==> src/rtl/ring_osc_sweep_ctrl.sv <==
// Ring-oscillator tap controller: per tap, settle / measure / settle / capture, optional sweep of taps 0..7.
// Define RING_OSC_MAX_TRACK_EN to enable running-max tracking on max_count/max_tap.
module ring_osc_sweep_ctrl #(
  parameter int unsigned SETTLE = 4
) (
  input  logic        clk,
  input  logic        rst,
  input  logic        start,
  input  logic        abort,
  input  logic        sweep,
  input  logic [2:0]  tap_sel,
  input  logic [15:0] window,
  input  logic [14:0] osc_count,
  output logic [2:0]  tap,
  output logic        osc_en,
  output logic        busy,
  output logic        res_valid,
  output logic [2:0]  res_tap,
  output logic [14:0] res_count,
  output logic        done,
  output logic [14:0] max_count,
  output logic [2:0]  max_tap
);

  localparam int unsigned TAP_W = 3;
  localparam int unsigned CNT_W = 15;
  localparam int unsigned TMR_W = 16;

  typedef enum logic [2:0] {
    IDLE    = 3'd0,
    ARM     = 3'd1,
    MEASURE = 3'd2,
    HOLD    = 3'd3,
    CAPTURE = 3'd4
  } state_t;

  state_t           state_q, state_d;
  logic [TMR_W-1:0] cnt_q, cnt_d;
  logic             sweep_q, sweep_d;
  logic [TMR_W-1:0] win_q, win_d;
  logic [TAP_W-1:0] tap_q, tap_d;
  logic             osc_en_q, osc_en_d;
  logic             busy_q, busy_d;
  logic             res_valid_q, res_valid_d;
  logic [TAP_W-1:0] res_tap_q, res_tap_d;
  logic [CNT_W-1:0] res_count_q, res_count_d;
  logic             done_q, done_d;

`ifdef RING_OSC_MAX_TRACK_EN
  logic [CNT_W-1:0] max_count_q, max_count_d;
  logic [TAP_W-1:0] max_tap_q, max_tap_d;
`endif

  // Next-state and output decode; abort overrides every transition and holds all results.
  always_comb begin
    state_d     = state_q;
    cnt_d       = cnt_q;
    sweep_d     = sweep_q;
    win_d       = win_q;
    tap_d       = tap_q;
    res_tap_d   = res_tap_q;
    res_count_d = res_count_q;
    res_valid_d = 1'b0;
    done_d      = 1'b0;
`ifdef RING_OSC_MAX_TRACK_EN
    max_count_d = max_count_q;
    max_tap_d   = max_tap_q;
`endif
    if (abort) begin
      state_d = IDLE;
    end else begin
      case (state_q)
        IDLE: begin
          if (start && (window != '0)) begin
            state_d = ARM;
            sweep_d = sweep;
            win_d   = window;
            tap_d   = sweep ? '0 : tap_sel;
            cnt_d   = TMR_W'(SETTLE - 1);
`ifdef RING_OSC_MAX_TRACK_EN
            max_count_d = '0;
            max_tap_d   = '0;
`endif
          end
        end
        ARM: begin
          if (cnt_q == '0) begin
            state_d = MEASURE;
            cnt_d   = TMR_W'(win_q - TMR_W'(1));
          end else begin
            cnt_d = TMR_W'(cnt_q - TMR_W'(1));
          end
        end
        MEASURE: begin
          if (cnt_q == '0) begin
            state_d = HOLD;
            cnt_d   = TMR_W'(SETTLE - 1);
          end else begin
            cnt_d = TMR_W'(cnt_q - TMR_W'(1));
          end
        end
        HOLD: begin
          if (cnt_q == '0) begin
            state_d = CAPTURE;
          end else begin
            cnt_d = TMR_W'(cnt_q - TMR_W'(1));
          end
        end
        CAPTURE: begin
          res_valid_d = 1'b1;
          res_tap_d   = tap_q;
          res_count_d = osc_count;
`ifdef RING_OSC_MAX_TRACK_EN
          if (osc_count > max_count_q) begin
            max_count_d = osc_count;
            max_tap_d   = tap_q;
          end
`endif
          if (sweep_q && (tap_q != 3'd7)) begin
            state_d = ARM;
            tap_d   = TAP_W'(tap_q + TAP_W'(1));
            cnt_d   = TMR_W'(SETTLE - 1);
          end else begin
            state_d = IDLE;
            done_d  = 1'b1;
          end
        end
        default: state_d = IDLE;
      endcase
    end
    osc_en_d = (state_d == MEASURE);
    busy_d   = (state_d != IDLE);
  end

  always_ff @(posedge clk) begin
    if (rst) begin
      state_q     <= IDLE;
      cnt_q       <= '0;
      sweep_q     <= 1'b0;
      win_q       <= '0;
      tap_q       <= '0;
      osc_en_q    <= 1'b0;
      busy_q      <= 1'b0;
      res_valid_q <= 1'b0;
      res_tap_q   <= '0;
      res_count_q <= '0;
      done_q      <= 1'b0;
    end else begin
      state_q     <= state_d;
      cnt_q       <= cnt_d;
      sweep_q     <= sweep_d;
      win_q       <= win_d;
      tap_q       <= tap_d;
      osc_en_q    <= osc_en_d;
      busy_q      <= busy_d;
      res_valid_q <= res_valid_d;
      res_tap_q   <= res_tap_d;
      res_count_q <= res_count_d;
      done_q      <= done_d;
    end
  end

`ifdef RING_OSC_MAX_TRACK_EN
  always_ff @(posedge clk) begin
    if (rst) begin
      max_count_q <= '0;
      max_tap_q   <= '0;
    end else begin
      max_count_q <= max_count_d;
      max_tap_q   <= max_tap_d;
    end
  end
  assign max_count = max_count_q;
  assign max_tap   = max_tap_q;
`else
  assign max_count = '0;
  assign max_tap   = '0;
`endif

  assign tap       = tap_q;
  assign osc_en    = osc_en_q;
  assign busy      = busy_q;
  assign res_valid = res_valid_q;
  assign res_tap   = res_tap_q;
  assign res_count = res_count_q;
  assign done      = done_q;

endmodule
==> config.mk <==
export PLATFORM = sky130hd
export DESIGN_NAME = ring_osc_sweep_ctrl
export DESIGN_NICKNAME = d
export VERILOG_FILES = /design/src/rtl/ring_osc_sweep_ctrl.sv
export SDC_FILE = /design/constraint.sdc
export NUM_CORES = 1
export LEC_CHECK = 0
export CAP_MARGIN = 20
export CORE_ASPECT_RATIO = 0.8
export CORE_MARGIN = 1.5
export CORE_UTILIZATION = 49
export CTS_CLUSTER_SIZE = 28
export DETAILED_ROUTE_END_ITERATION = 8
export GPL_TIMING_DRIVEN = 1
export PLACE_DENSITY_LB_ADDON = 0.08
export SLEW_MARGIN = 20
export SYNTH_ARGS = -nofsm -noshare
export SYNTH_HDL_FRONTEND = slang
export SYNTH_SLANG_ARGS = --single-unit
==> constraint.sdc <==
create_clock -name clk -period 3.1 [get_ports clk]
set_input_delay 0.465 -clock clk [delete_from_list [all_inputs] [get_ports clk]]
set_output_delay 0.465 -clock clk [all_outputs]
set_load 0.02 [all_outputs]
==> flow_summary.toml <==
[status]
outcome = "completed"

[synthesis]
synth.area.top_cells = "dfxtp_1 38%, nand2_1 7.0%, mux2i_1 5.2%"
synth_top_cell_area_share = 0.375
yosys-top-cells-count = "61 x dfxtp_1, 61 x nand2_1, 43 x nor2_1, 31 x a21oi_1, 20 x o21ai_0"
ys_warn_count = 0
yosysTopAreaCell = "dfxtp_1"
ys_async_sr_fraction = 0
synth_cell_type_count = 55
synthFlopType = "dfxtp_1"
synth-edff-count = 0
synthCells = 406
synth-seq-area-share = 0.375
yosys_register_bits = 61
postSynthAreaPerCell_um2 = 8.01
netlist_area_um2 = 3250

[clock_network]
clock-sinks = 61
post_cts_buffers = 0
cts_buffer_depth = 2
holdBufCountCts = 0
path_clk_slew_ns = 0.07
cts-htree-levels = 3
post_cts_resized = 0
cts_inserted_buffers = 9
cts_tree = "done"
clk_latency_ns = 0.34
root_buffer = "clkbuf_8"

[die]
die_w_um = 94.1
dieHeight_um = 75.9
ioPinCount = 82
std_cell_rows = 26
core_um2 = 6410
dieArea_um2 = 7140
initial_utilization = 0.508

[setup_path]
cpPeakStageDelay_ns = 0.61
required_ns = 3.33
ff2ff_path_depth = 6
cp_max_fo = 8
cp-end-kind = "flop"
worst_setup_path_start_kind = "flop"
critical_path.cell_chain = "or4_4, nor4_2, a31oi_1, and3_1, o22ai_1, o21ai_1"
arrival_ns = 2.61
crit_slowest_cell = "or4_4"
crit_type = "reg2reg"

[final_layout]
syn_to_final_growth_pct = 25.1
nets = 509
diodes = 0
final_design_area_no_fill_um2 = 4070
drive_above_1_share = 0.0637

[detailed_routing]
drc = 0
via_per_inst = 5.46
ant_nets = 0
wl_per_cell_um = 14.5
vias = 3030
firstDrtPassIters = 7
drt_wl_total_um = 8050
drtIter0Drc = 198

[timing]
drv_slew = 0
worst_pin_slew_ns = 0.676
hold_viol = 0
period_minus_slack_ns = 2.38
finClkSkew_ns = 0.00646
fin_hold_ws_ns = 0.453
finalWorstSetupSlack_ns = 0.721
finalSetupViolCount = 0
slew-limit-headroom = 0.548
period_share = 0.768
fmax_ghz = 0.420
rsz0062_at_grt = "false"
setup_tns_ns = 0

[placed_design]
place.gp.congestion = 0.928
place_area_um2 = 3880
dp_hpwl_um = 5890
portBuffers = 63
post-place-ws_ns = 0.513

[pwr]
irDropWorstVdd_uv = 214
power_per_cell_area_nw_per_um2 = 489
cellLeakagePower_nw = 1.59

[worst_hold_path]
whs_path_depth = 2
hp-class = "reg2reg"

[global_route]
grt_pass1_wl_um = 12600
grt_pass1_vias = 2549
grt_max_degree = 42
antenna_found_initial = 0
grt.total_usage = 0.231
grt-ovfl-total = 0

[run]
maxCapViolCount = 0
==> routing by layer <==
metal / GRT usage / vias to the layer above / part of all wire
li1: - / 1527 / -
met1: 0.328 / 1383 / 0.49
met2: 0.348 / 113 / 0.43
met3: 0.0549 / 7 / 0.064
met4: 0.0697 / 0 / 0.0084
met5: 0 / - / 0
==> flip-flops by register name, summed over array words and instances, names as in the netlist <==
signal     cells
done           1
tap            3
res_tap        3
state_q        3
busy           1
res_valid      1
res_count     15
osc_en         1
cnt_q         16
sweep_q        1
win_q         16
==> cells in the final DEF (no fill, tap or decap), drive strengths merged, types with 4 or more instances in the layout <==
master	netlist	layout
a211oi	6	6
conb	1	18
nor3b	4	4
o21ai	24	24
o211ai	5	5
nor2	43	43
or3	8	8
ha	4	4
nor4	14	14
dfxtp	61	61
o21a	4	4
mux2i	17	17
xnor2	5	5
xor2	8	8
buf	22	7
inv	7	7
a21oi	31	31
or4	5	5
nand2b	4	4
clkdlybuf4s50	0	63
nor3	14	14
clkbuf	16	12
nand2	62	62
==> power breakdown <==
group | internal (mW) | switching (mW)
sequential | 0.808 | 0.0334
clock | 0.391 | 0.314
combinational | 0.189 | 0.254
==> per-stage QoR <==
stage / utilization / std cells / power [mW]
2_1_floorplan: - / 423 / 1.16
3_3_place_gp: 0.605 / 539 / 1.29
3_5_place_dp: 0.605 / 539 / 1.29
4_1_cts: 0.635 / 555 / 1.99
5_1_grt: 0.635 / 555 / 2.07
6_report: 0.635 / 555 / 1.99
==> critical path: cells and delay by family, from the launching register on <==
kind	cells	cell delay (ns)
AND/OR/NAND/NOR	3	1.34
AO/OA/AOI/OAI	3	0.55
flip-flops	1	0.37
==> final cells by class <==
class / count / area [µm²]
Fill cell: 564 / 2340
Timing Repair Buffer: 70 / 683
Inverter: 7 / 26.3
Clock inverter: 4 / 47.5
Multi-Input combinational cell: 317 / 1840
Clock buffer: 12 / 145
Tap cell: 84 / 105
Sequential cell: 61 / 1220
==> cell families (layout without fill, tap and decap cells) <==
kind of cell    after synthesis  in the layout  share of synthesized area
flops                        61             61                      0.375
compound gates               89             89                      0.170
mux                          17             17                     0.0523
other cells                   1             18                    0.00115
fa+ha+maj                     4              4                     0.0154
xor+xnor                     13             13                     0.0350
buf+inv                      45             93                     0.0781
simple gates                176            176                      0.273
==> path summary, 6_finish.rpt <==
kind / end / from / slack, ns
worst max-delay path: cnt_q[3]$_SDFFE_PP0P_ / cnt_q[7]$_SDFFE_PP0P_ / 0.72
worst min-delay path: res_count[6]$_SDFFE_PP0P_ / res_count[6]$_SDFFE_PP0P_ / 0.45
worst max register to register: cnt_q[3]$_SDFFE_PP0P_ / cnt_q[7]$_SDFFE_PP0P_ / 0.72
worst min register to register: res_count[6]$_SDFFE_PP0P_ / res_count[6]$_SDFFE_PP0P_ / 0.45
No activity file was read; power rests on OpenSTA's default activity.
